<file path="src/rtl/dequant_4x4_pkg.sv">
// -----------------------------------------------------------------------------
// dequant_4x4_pkg
//
// Shared definitions for the 4x4 inverse-quantizer (dequant_4x4) and its
// scale table (dequant_scale_lut):
//   - V_TABLE      : dequantization scale V per position class and QP%6
//   - pos_class_e  : position class of a raster index inside the 4x4 block
//   - state_e      : block-tracking FSM state
//   - QP_BY_6_MAX  : largest shift applied (QP/6 values above are clamped)
//   - pos_class()  : maps a raster index 0..15 to its position class
// -----------------------------------------------------------------------------
package dequant_4x4_pkg;

    // QP/6 values above this are clamped; also sizes the shifted datapath.
    localparam int QP_BY_6_MAX = 8;

    // Width of a V entry (largest entry is 29).
    localparam int V_W = 5;

    // Position classes of the 4x4 block:
    //   CLASS_A : even row, even column  {0,2,8,10}
    //   CLASS_B : odd row, odd column    {5,7,13,15}
    //   CLASS_C : all remaining positions
    typedef enum logic [1:0] {
        CLASS_A = 2'd0,
        CLASS_B = 2'd1,
        CLASS_C = 2'd2
    } pos_class_e;

    typedef enum logic {
        IDLE   = 1'b0,
        ACTIVE = 1'b1
    } state_e;

    // Rows follow pos_class_e order, columns follow QP%6 = 0..5.
    localparam logic [V_W-1:0] V_TABLE [0:2][0:5] = '{
        '{5'd10, 5'd11, 5'd13, 5'd14, 5'd16, 5'd18},
        '{5'd16, 5'd18, 5'd20, 5'd23, 5'd25, 5'd29},
        '{5'd13, 5'd14, 5'd16, 5'd18, 5'd20, 5'd23}
    };

    function automatic pos_class_e pos_class(input logic [3:0] idx);
        case (idx)
            4'd0, 4'd2, 4'd8, 4'd10:  return CLASS_A;
            4'd5, 4'd7, 4'd13, 4'd15: return CLASS_B;
            default:                  return CLASS_C;
        endcase
    endfunction

endpackage

</file>
<file path="src/rtl/dequant_scale_lut.sv">
// -----------------------------------------------------------------------------
// dequant_scale_lut
//
// Combinational scale lookup: the inverse-side counterpart of the forward
// quantizer's multiplier table. Returns V for a raster position and QP%6.
//
// Ports:
//   index     in  4    raster position 0..15 inside the 4x4 block
//   qp_mod_6  in  3    QP%6; codes 6 and 7 are treated as 0
//   v         out V_W  scale factor
// -----------------------------------------------------------------------------
module dequant_scale_lut
    import dequant_4x4_pkg::*;
(
    input  logic [3:0]     index,
    input  logic [2:0]     qp_mod_6,
    output logic [V_W-1:0] v
);

    pos_class_e cls;
    logic [2:0] mod_sel;

    always_comb begin
        cls     = pos_class(index);
        // Illegal QP%6 codes fall back to column 0 instead of reading past the table.
        mod_sel = (qp_mod_6 > 3'd5) ? 3'd0 : qp_mod_6;
        v       = V_TABLE[cls][mod_sel];
    end

endmodule

</file>
<file path="src/rtl/dequant_4x4.sv">
// -----------------------------------------------------------------------------
// dequant_4x4
//
// Streaming inverse quantizer for 4x4 blocks of coefficients arriving in
// raster order. Each coefficient is reconstructed as
//     out = (in_coef * V(index, QP%6)) << QP/6
// with the QP pair latched on coefficient 0 and held for the whole block.
//
// Pipeline: stage 1 registers the signed product, stage 2 registers the
// shifted and range-reduced result. Both stages advance together whenever
// enable is high and the output register is empty or being drained, so
// in_ready is exactly that advance condition.
//
// Build option:
//   DEQUANT_SAT_EN  defined   : results outside the signed BIT_LENGTH+1 range
//                               clip to max/min and raise out_sat
//                   undefined : results wrap to the low BIT_LENGTH+1 bits and
//                               out_sat stays 0
//
// Ports:
//   clk        in   1             rising-edge clock
//   reset      in   1             synchronous, active-high; beats everything
//   enable     in   1             global advance; 0 freezes all state
//   in_valid   in   1             input coefficient valid
//   in_ready   out  1             block accepts input this cycle
//   in_coef    in   BIT_LENGTH+1  signed quantized level
//   QP_BY_6    in   4             QP/6, sampled with coefficient 0
//   QP_MOD_6   in   3             QP%6, sampled with coefficient 0
//   out_valid  out  1             output coefficient valid
//   out_ready  in   1             downstream accepts output
//   out_coef   out  BIT_LENGTH+1  signed reconstructed coefficient
//   out_index  out  4             raster position of out_coef
//   out_last   out  1             out_index == 15
//   out_sat    out  1             out_coef was clipped
//   busy       out  1             a block is partially received
// -----------------------------------------------------------------------------
module dequant_4x4
    import dequant_4x4_pkg::*;
#(
    parameter int BIT_LENGTH = 15
) (
    input  logic                         clk,
    input  logic                         reset,
    input  logic                         enable,
    input  logic                         in_valid,
    output logic                         in_ready,
    input  logic signed [BIT_LENGTH:0]   in_coef,
    input  logic        [3:0]            QP_BY_6,
    input  logic        [2:0]            QP_MOD_6,
    output logic                         out_valid,
    input  logic                         out_ready,
    output logic signed [BIT_LENGTH:0]   out_coef,
    output logic        [3:0]            out_index,
    output logic                         out_last,
    output logic                         out_sat,
    output logic                         busy
);

    localparam int W      = BIT_LENGTH + 1;
    // Signed product of a W-bit coefficient and a non-negative V (V_W+1 bits signed).
    localparam int PROD_W = W + V_W + 1;
    // Product widened to hold the largest shift without losing bits.
    localparam int FULL_W = PROD_W + QP_BY_6_MAX;

    localparam logic signed [FULL_W-1:0] COEF_MAX = {{(FULL_W-W+1){1'b0}}, {(W-1){1'b1}}};
    localparam logic signed [FULL_W-1:0] COEF_MIN = {{(FULL_W-W+1){1'b1}}, {(W-1){1'b0}}};

`ifdef DEQUANT_SAT_EN
    localparam bit SAT_EN = 1'b1;
`else
    localparam bit SAT_EN = 1'b0;
`endif

    // Range reduction helpers; both return {sat_flag, coefficient}.
    function automatic logic [W:0] saturate(input logic signed [FULL_W-1:0] x);
        if (x > COEF_MAX) begin
            return {1'b1, COEF_MAX[W-1:0]};
        end
        if (x < COEF_MIN) begin
            return {1'b1, COEF_MIN[W-1:0]};
        end
        return {1'b0, x[W-1:0]};
    endfunction

    function automatic logic [W:0] wrap(input logic signed [FULL_W-1:0] x);
        return {1'b0, x[W-1:0]};
    endfunction

    // ------------------------------------------------------------------
    // Handshake and control
    // ------------------------------------------------------------------
    logic       advance;
    logic       accept;
    state_e     state;
    logic [3:0] idx_cnt;
    logic [3:0] qp_by_6_lat;
    logic [2:0] qp_mod_6_lat;
    logic       vld_p1;

    assign advance  = enable && (!out_valid || out_ready);
    assign accept   = in_valid && advance;
    assign in_ready = advance;
    assign busy     = (state == ACTIVE);

    // Coefficient 0 uses the QP on the bus in the same cycle it is latched;
    // every later coefficient of the block uses the latched copy.
    logic       first_coef;
    logic [3:0] qp_by_6_in;
    logic [3:0] qp_by_6_cur;
    logic [2:0] qp_mod_6_cur;

    assign first_coef   = (idx_cnt == 4'd0);
    assign qp_by_6_in   = (QP_BY_6 > 4'(QP_BY_6_MAX)) ? 4'(QP_BY_6_MAX) : QP_BY_6;
    assign qp_by_6_cur  = first_coef ? qp_by_6_in : qp_by_6_lat;
    assign qp_mod_6_cur = first_coef ? QP_MOD_6   : qp_mod_6_lat;

    always_ff @(posedge clk) begin
        if (reset) begin
            state        <= IDLE;
            idx_cnt      <= 4'd0;
            qp_by_6_lat  <= 4'd0;
            qp_mod_6_lat <= 3'd0;
            vld_p1       <= 1'b0;
        end else begin
            if (advance) begin
                vld_p1 <= in_valid;
            end
            if (accept) begin
                idx_cnt <= idx_cnt + 4'd1;
                if (first_coef) begin
                    qp_by_6_lat  <= qp_by_6_in;
                    qp_mod_6_lat <= QP_MOD_6;
                end
                case (state)
                    IDLE: begin
                        if (first_coef) begin
                            state <= ACTIVE;
                        end
                    end
                    ACTIVE: begin
                        if (idx_cnt == 4'd15) begin
                            state <= IDLE;
                        end
                    end
                    default: state <= IDLE;
                endcase
            end
        end
    end

    // ------------------------------------------------------------------
    // Stage 1: scale lookup and signed multiply
    // ------------------------------------------------------------------
    logic        [V_W-1:0]    v;
    logic signed [PROD_W-1:0] prod_c;
    logic signed [PROD_W-1:0] prod_p1;
    logic        [3:0]        idx_p1;
    logic        [3:0]        shift_p1;

    dequant_scale_lut u_scale_lut (
        .index    (idx_cnt),
        .qp_mod_6 (qp_mod_6_cur),
        .v        (v)
    );

    // V is zero-extended to a positive signed operand so the multiply keeps the sign.
    assign prod_c = PROD_W'(in_coef) * PROD_W'($signed({1'b0, v}));

    always_ff @(posedge clk) begin
        if (accept) begin
            prod_p1  <= prod_c;
            idx_p1   <= idx_cnt;
            shift_p1 <= qp_by_6_cur;
        end
    end

    // ------------------------------------------------------------------
    // Stage 2: shift by QP/6 and reduce to the output width
    // ------------------------------------------------------------------
    logic signed [FULL_W-1:0] full_c;
    logic        [W:0]        res_c;

    assign full_c = FULL_W'(prod_p1) <<< shift_p1;
    assign res_c  = SAT_EN ? saturate(full_c) : wrap(full_c);

    always_ff @(posedge clk) begin
        if (reset) begin
            out_valid <= 1'b0;
            out_coef  <= '0;
            out_index <= 4'd0;
            out_last  <= 1'b0;
            out_sat   <= 1'b0;
        end else if (advance) begin
            out_valid <= vld_p1;
            if (vld_p1) begin
                out_coef  <= res_c[W-1:0];
                out_sat   <= res_c[W];
                out_index <= idx_p1;
                out_last  <= (idx_p1 == 4'd15);
            end
        end
    end

endmodule

</file>
<file path="config.mk">
export PLATFORM = sky130hd
export DESIGN_NAME = dequant_4x4
export DESIGN_NICKNAME = d
export VERILOG_FILES = /design/src/rtl/dequant_4x4_pkg.sv /design/src/rtl/dequant_scale_lut.sv /design/src/rtl/dequant_4x4.sv
export SDC_FILE = /design/constraint.sdc
export NUM_CORES = 1
export LEC_CHECK = 0
export CAP_MARGIN = 20
export CORE_MARGIN = 5
export CORE_UTILIZATION = 53
export DETAILED_ROUTE_END_ITERATION = 6
export GPL_TIMING_DRIVEN = 0
export PLACE_DENSITY = 0.83
export SYNTH_ARGS = -nofsm -noshare
export SYNTH_HDL_FRONTEND = slang
export SYNTH_SLANG_ARGS = --single-unit
</file>
<file path="constraint.sdc">
create_clock -name clk -period 5.1 [get_ports clk]
set_input_delay 0.765 -clock clk [delete_from_list [all_inputs] [get_ports clk]]
set_output_delay 0.765 -clock clk [all_outputs]
set_load 0.005 [all_outputs]
</file>
## Yosys cells after proc, flatten, opt, wreduce, memory -nomap -nowiden

Memories as Yosys holds them, arrays and structs flattened. A register that Yosys moved wholly into a read port is not among the register bits.
Cells that the tools add are included.
Widths: inputs -> output; s select.

| word-level totals | value |
|---|---|
| register bits after elaboration | 65 |
| bits in read-only memories | 32 |
| input port bits | 28 |
| output and inout bits | 25 |
| logic and storage cells | 46 |
| memories kept | 1 |

Memories:

| memory | depth | width | read ports | clocked after memory_dff | wr ports | line | RTL |
|---|---|---|---|---|---|---|---|
| (no name shown) | 16 | 2 | 1 | 1 | 0 | dequant_4x4_pkg.sv:43 | `case (idx)` |

| operators by class | value |
|---|---|
| $add $sub $neg | 1 |
| $mul | 1 |
| order comparisons | 4 |
| equal/unequal tests | 2 |
| shift operators | 1 |
| multiplexer cells | 15 |
| bitwise gates (word level) | 3 |
| reductions and logical operators | 6 |

Operator list:

| cell | count |
|---|---|
| $bmux 30 s2 | 1 |
| $mux 30 | 2 |
| $mul 16x6->22 | 1 |
| $sshl 22x4->16 | 1 |
| $mux 4 | 4 |
| $bmux 5 s3 | 1 |
| $mux 5 | 2 |
| $eq 4x4->1 const B | 2 |
| $mux 3 | 2 |
| $add 4x1->4 const B | 1 |
| $ge 4x4->1 const B | 1 |
| $gt 4x4->1 const B | 1 |
| $logic_not 4->1 | 1 |
| $not 3->4 | 1 |
| $ge 3x3->1 const B | 1 |
| $gt 3x3->1 const B | 1 |
| $not 2->3 | 1 |
| $logic_and 1x1->1 | 2 |
| $mux 1 | 2 |
| $pmux 1 s2 | 1 |
| $reduce_and 2->1 | 1 |
| $logic_not 1->1 | 1 |
| $logic_or 1x1->1 | 1 |
| $not 1->1 | 1 |

## Longest topological paths before layout

| logic depth | value |
|---|---|
| depth after elaboration | 9 |
| depth in mapped cells | 23 |
| gate-level depth less buffers | 21 |

## Modules after synthesis

Synthesis repeated with hierarchy kept, for this count alone.

| second synthesis, totals | value |
|---|---|
| cell total of the unflattened synthesis | 532 |
| area, all modules | 4,984.8 um^2 |

Modules (own cells, without submodules):

| module | instances | cells each | area an instance (um^2) | seq. area each (um^2) |
|---|---|---|---|---|
| dequant_4x4 | 1 | 505 | 4,778.3 | 1,421.4 |
| dequant_scale_lut | 1 | 27 | 206.4 | 0.0 |

## Worst setup path before layout

OpenSTA, ideal clock, no wires.

| path | value |
|---|---|
| kind | input-to-reg |
| start | in QP_MOD_6[1] |
| end | reg prod_p1[15] (data pin) |
| setup time | 266 ps |
| arrival time | 5,116 ps |
| data required time | 4,834 ps |
| path slack | -281 ps |
| stages on the path | 20 |
| buffers on the path | 1 |
| cells stage by stage | clkbuf_1 -> nor2b_1 -> mux2i_1 -> a211oi_1 -> nor4_4 -> and2_1 -> fa_1 -> inv_1 -> fa_1 -> fa_1 -> inv_1 -> ha_1 -> a21o_1 -> a21oi_1 -> nor2b_1 -> o21a_1 -> o22ai_1 -> o22ai_1 -> o41ai_1 -> xnor2_1 |

| on the way | value |
|---|---|
| word-level cells in the longest chain between the ends | 8 |

RTL lines:

| item | line | RTL |
|---|---|---|
| start, declared | dequant_4x4.sv:49 | `input logic [2:0] QP_MOD_6,` |
| $mux 3 * | -- |  |
| $gt 3x3->1 | dequant_scale_lut.sv:26 | `mod_sel = (qp_mod_6 > 3'd5) ? 3'd0 : qp_mod_6;` |
| $mux 3 * | dequant_scale_lut.sv:26 |  |
| $not 3->4 (not written as such) * | dequant_scale_lut.sv:27 | `v = V_TABLE[cls][mod_sel];` |
| $bmux 5 s3 * | dequant_scale_lut.sv:27 |  |
| $mux 5 (not written as such) * (2 in a row) | dequant_scale_lut.sv:27 |  |
| $mul 16x6->22 * | dequant_4x4.sv:167 | `assign prod_c = PROD_W'(in_coef) * PROD_W'($signed({1'b0, v}));` |
| named net prod_c[15] | dequant_4x4.sv:155 | `logic signed [PROD_W-1:0] prod_c;` |
| end signal, assigned | dequant_4x4.sv:171 | `prod_p1 <= prod_c;` |
| end, declared | dequant_4x4.sv:156 | `logic signed [PROD_W-1:0] prod_p1;` |

The timed path passes the listed nets; every way through them passes the cells marked *. The select of a mux whose other input is x is not followed.
A chain may end at the register's enable or synchronous reset.

## Final worst setup path

| path | value |
|---|---|
| start | reg idx_cnt[0] |
| end | reg prod_p1[15] (data pin) |

| on the way | value |
|---|---|
| word-level cells in the longest chain between the ends | 9 |

RTL lines:

| item | line | RTL |
|---|---|---|
| start, declared | dequant_4x4.sv:95 | `logic [3:0] idx_cnt;` |
| start signal, assigned | dequant_4x4.sv:129 | `idx_cnt <= idx_cnt + 4'd1;` |
| $logic_not 4->1 * | dequant_4x4.sv:112 | `assign first_coef = (idx_cnt == 4'd0);` |
| $mux 3 * | -- |  |
| $gt 3x3->1 | dequant_scale_lut.sv:26 |  |
| $mux 3 * | dequant_scale_lut.sv:26 |  |
| $not 3->4 (not written as such) * | dequant_scale_lut.sv:27 |  |
| $bmux 5 s3 * | dequant_scale_lut.sv:27 |  |
| $mux 5 (not written as such) * (2 in a row) | dequant_scale_lut.sv:27 |  |
| $mul 16x6->22 * | dequant_4x4.sv:167 |  |
| named net prod_c[15] | dequant_4x4.sv:155 |  |

Marked as above.

==> results.json <==
{
  "avgSynthCellArea_um2": 8.84,
  "h-tree-depth": 3,
  "drive_gt1_frac": 0.159,
  "p_total_mw": 2.88,
  "ctsHoldBuffers": 0,
  "drt_first_pass_iters": 7,
  "pwr_density_cell_nw_per_um2": 439,
  "path_clk_slew_ns": 0.07,
  "synth-seq-cells": 61,
  "synth_area_um2": 5160,
  "cp-start-kind": "flip-flop",
  "cts_buffers": 9,
  "synth_nets": 681,
  "fin_skew_ns": 0.0155,
  "multi_input_area_um2": 3620,
  "fillers": 704,
  "ioPinCount": 53,
  "place.gp.congestion": 0.879,
  "drt_iter0_drc": 216,
  "tightest_slew_ns": 0.774,
  "async_flop_share": 0,
  "cp.required_ns": 5.18,
  "ant_nets": 0,
  "fin_nets": 759,
  "finalSetupViolCount": 3,
  "synthMuxAreaShare": 0.0441,
  "grt_use_total": 0.206,
  "synth-adder-area-share": 0.218,
  "antenna_cells": 0,
  "synth_top_family_by_area": "adder cells",
  "wl_mm": 12.2,
  "critPathKind": "reg -> reg",
  "avgViaCountPerCell": 5.47,
  "numClockSinks": 61,
  "power_leakage_nw": 2.76,
  "failed_checks": "setup timing",
  "clock.fmax_mhz": 193,
  "period_share": 1.02,
  "use_met2": 0.361,
  "cts_tree": "yes",
  "crit_chain": "inv_4 -> ha_4 -> or3b_4 -> or4_4 -> o41ai_4 -> nor4_4 -> and2_4 -> fa_1 -> inv_2 -> fa_1 -> fa_1 -> inv_2 -> ha_4 -> a21o_1 -> a21oi_4 -> nor2b_2 -> o21a_1 -> o22ai_2 -> o22ai_2 -> o41ai_2 -> xnor2_1",
  "start_util": 0.536,
  "io_buffers": 48,
  "fp-row-count": 36,
  "path_common_cell": "fa_1",
  "ys_types": 57,
  "seq_area_frac_synth": 0.283,
  "fp.dieH_um": 109,
  "whs_ns": 0.458,
  "die_w_um": 109,
  "layout_setup_ws_ns": -0.0919,
  "overflow": 0,
  "vias": 4372,
  "cts_root_buf": "clkbuf_8",
  "drcViolationCount": 0,
  "synth_xor_area_frac": 0.0434,
  "vdd_drop_max_uv": 222,
  "synth_compound_area_frac": 0.131,
  "place_ws_ns": -1.35,
  "min_path_type": "reg -> reg",
  "synth_simple_gate_area_frac": 0.205,
  "drv_cap": 0,
  "clk_path_buf_depth": 2,
  "seq_area_um2": 1470,
  "synth_top_flop_cell": "dfxtp_1",
  "wl_per_cell_um": 15.2,
  "synth_edf_count": 24,
  "crit_fanout": 7,
  "fin_cells": 800,
  "netlist_instances": 584,
  "rsz0062_at_grt": "yes",
  "slowest_delay_ns": 0.53,
  "areaGrowthSynthToFinish_pct": 27.0,
  "use_met1": 0.251,
  "place_hpwl_mm": 8.85,
  "min_period_ns": 5.19,
  "clkLatencyLatePin_ns": 0.34,
  "slew_viol_final": 0,
  "slew_headroom": 0.484,
  "status": "finished, violations left",
  "use_met3": 0.0361,
  "cp.arrival_ns": 5.27,
  "grt.busiest_layer": "met2",
  "grt_max_degree": 34,
  "grt_pass1_wl_mm": 19.6,
  "placed_cells": 765,
  "cp-end-kind": "flip-flop",
  "yosysWarnings": 0,
  "hold_violations": 0,
  "cpMaxStageDelayCell": "fa_1",
  "die-area_um2": 11800,
  "antenna_found_initial": 0,
  "core_um2": 9640,
  "grt_pass1_vias": 4407
}
==> per-stage QoR <==
stage	utilization	area (µm²)	TNS, ns
global route	0.680	6560	-0.869
finish	0.680	6560	-0.139
global placement	0.606	5840	-7.69
floorplan	-	5200	0
CTS	0.662	6380	-0.0984
detailed placement	0.606	5840	-9.00
==> final timing paths <==
path | startpoint | end | slack (ns) | depth (start not counted)
max | idx_cnt[0] | prod_p1[15] | -0.09 | 21
min | out_coef[0] | out_coef[0] | 0.46 | 2
max reg2reg | idx_cnt[0] | prod_p1[15] | -0.09 | 21
min reg2reg | out_coef[0] | out_coef[0] | 0.46 | 2
==> layout make-up <==
| cell class | count | area share |
|---|---|---|
| sequential | 61 | 0.224 |
| inverter | 67 | 0.0387 |
| multi-input combinational | 423 | 0.553 |
| tap | 133 | 0.0254 |
| clock inverter | 2 | 0.00591 |
| clock buffer | 14 | 0.0280 |
| timing repair buffer | 68 | 0.0981 |
| buffer | 32 | 0.0277 |
==> registers in the layout, summed over array words and instances, names as in the netlist <==
signal,count
qp_by_6_lat,4
shift_p1,4
out_valid,1
vld_p1,1
qp_mod_6_lat,3
idx_p1,4
prod_p1,16
idx_cnt,4
busy,1
out_coef,16
out_index,4
u_scale_lut.cls,2
out_last,1
==> report_power, final <==
part	internal [mW]	switching, mW
clock	0.283	0.183
combinational	0.834	0.909
sequential	0.637	0.0335
==> Yosys cell counts (18+ instances only) <==
cell type | number | share of area
a21oi_1 | 34 | 0.033
and2_1 | 53 | 0.064
clkbuf_1 | 29 | 0.021
dfxtp_1 | 37 | 0.14
edfxtp_1 | 24 | 0.14
fa_1 | 35 | 0.14
ha_1 | 34 | 0.082
inv_1 | 67 | 0.049
mux2i_1 | 18 | 0.035
nand2_1 | 50 | 0.036
nor2_1 | 43 | 0.031
==> critical path: cells and delay by family, from the launching register on <==
kind                       cells  cell delay [ns]
AOI/OAI and AO/OA              7             1.21
buffers and inverters          3             0.14
xor gates and xnor gates       1             0.11
adders and majority gates      5             1.83
and+or+nand+nor                5             1.25
DFF                            1             0.36
==> metal layers <==
layer  share of wire  up-vias
li1                -     2104
met1            0.42     2086
met2            0.52      140
met3           0.037       42
met4           0.028        0
met5               0        -
==> cells in the final DEF (no fill, tap or decap), drive strengths merged, types with 3 or more instances in the layout <==
master,netlist,layout
o21a,4,4
nand3,10,10
inv,67,67
nand2b,7,7
xor2,6,6
a22oi,3,3
nand4,3,3
xnor2,17,17
dfxtp,37,37
clkdlybuf4s50,0,47
nor2,43,43
a21o,3,3
edfxtp,24,24
nor3,11,11
and2,53,53
clkbuf,29,41
a221oi,3,3
nand2,51,51
o21ai,14,14
o22ai,3,3
fa,35,35
mux2i,19,19
buf,4,25
a211oi,17,17
a211o,4,4
o221ai,4,4
ha,34,34
mux2,3,3
nor2b,17,17
a21oi,34,34
==> kinds of logic (layout without fill, tap and decap cells) <==
| logic type | after synthesis | in the layout |
|---|---|---|
| mux | 22 | 22 |
| fa+ha+maj | 69 | 69 |
| other cells | 1 | 1 |
| simple gates | 206 | 206 |
| buf+inv | 100 | 183 |
| flops | 61 | 61 |
| compound gates | 101 | 101 |
| xor+xnor | 24 | 24 |
==> what timing repair did <==
item,CTS,global route
setup endpoints to repair,9,6
setup buffers,13,7
resized for setup,56,29
pin swaps,26,20
(Power assumes the default switching activity.)
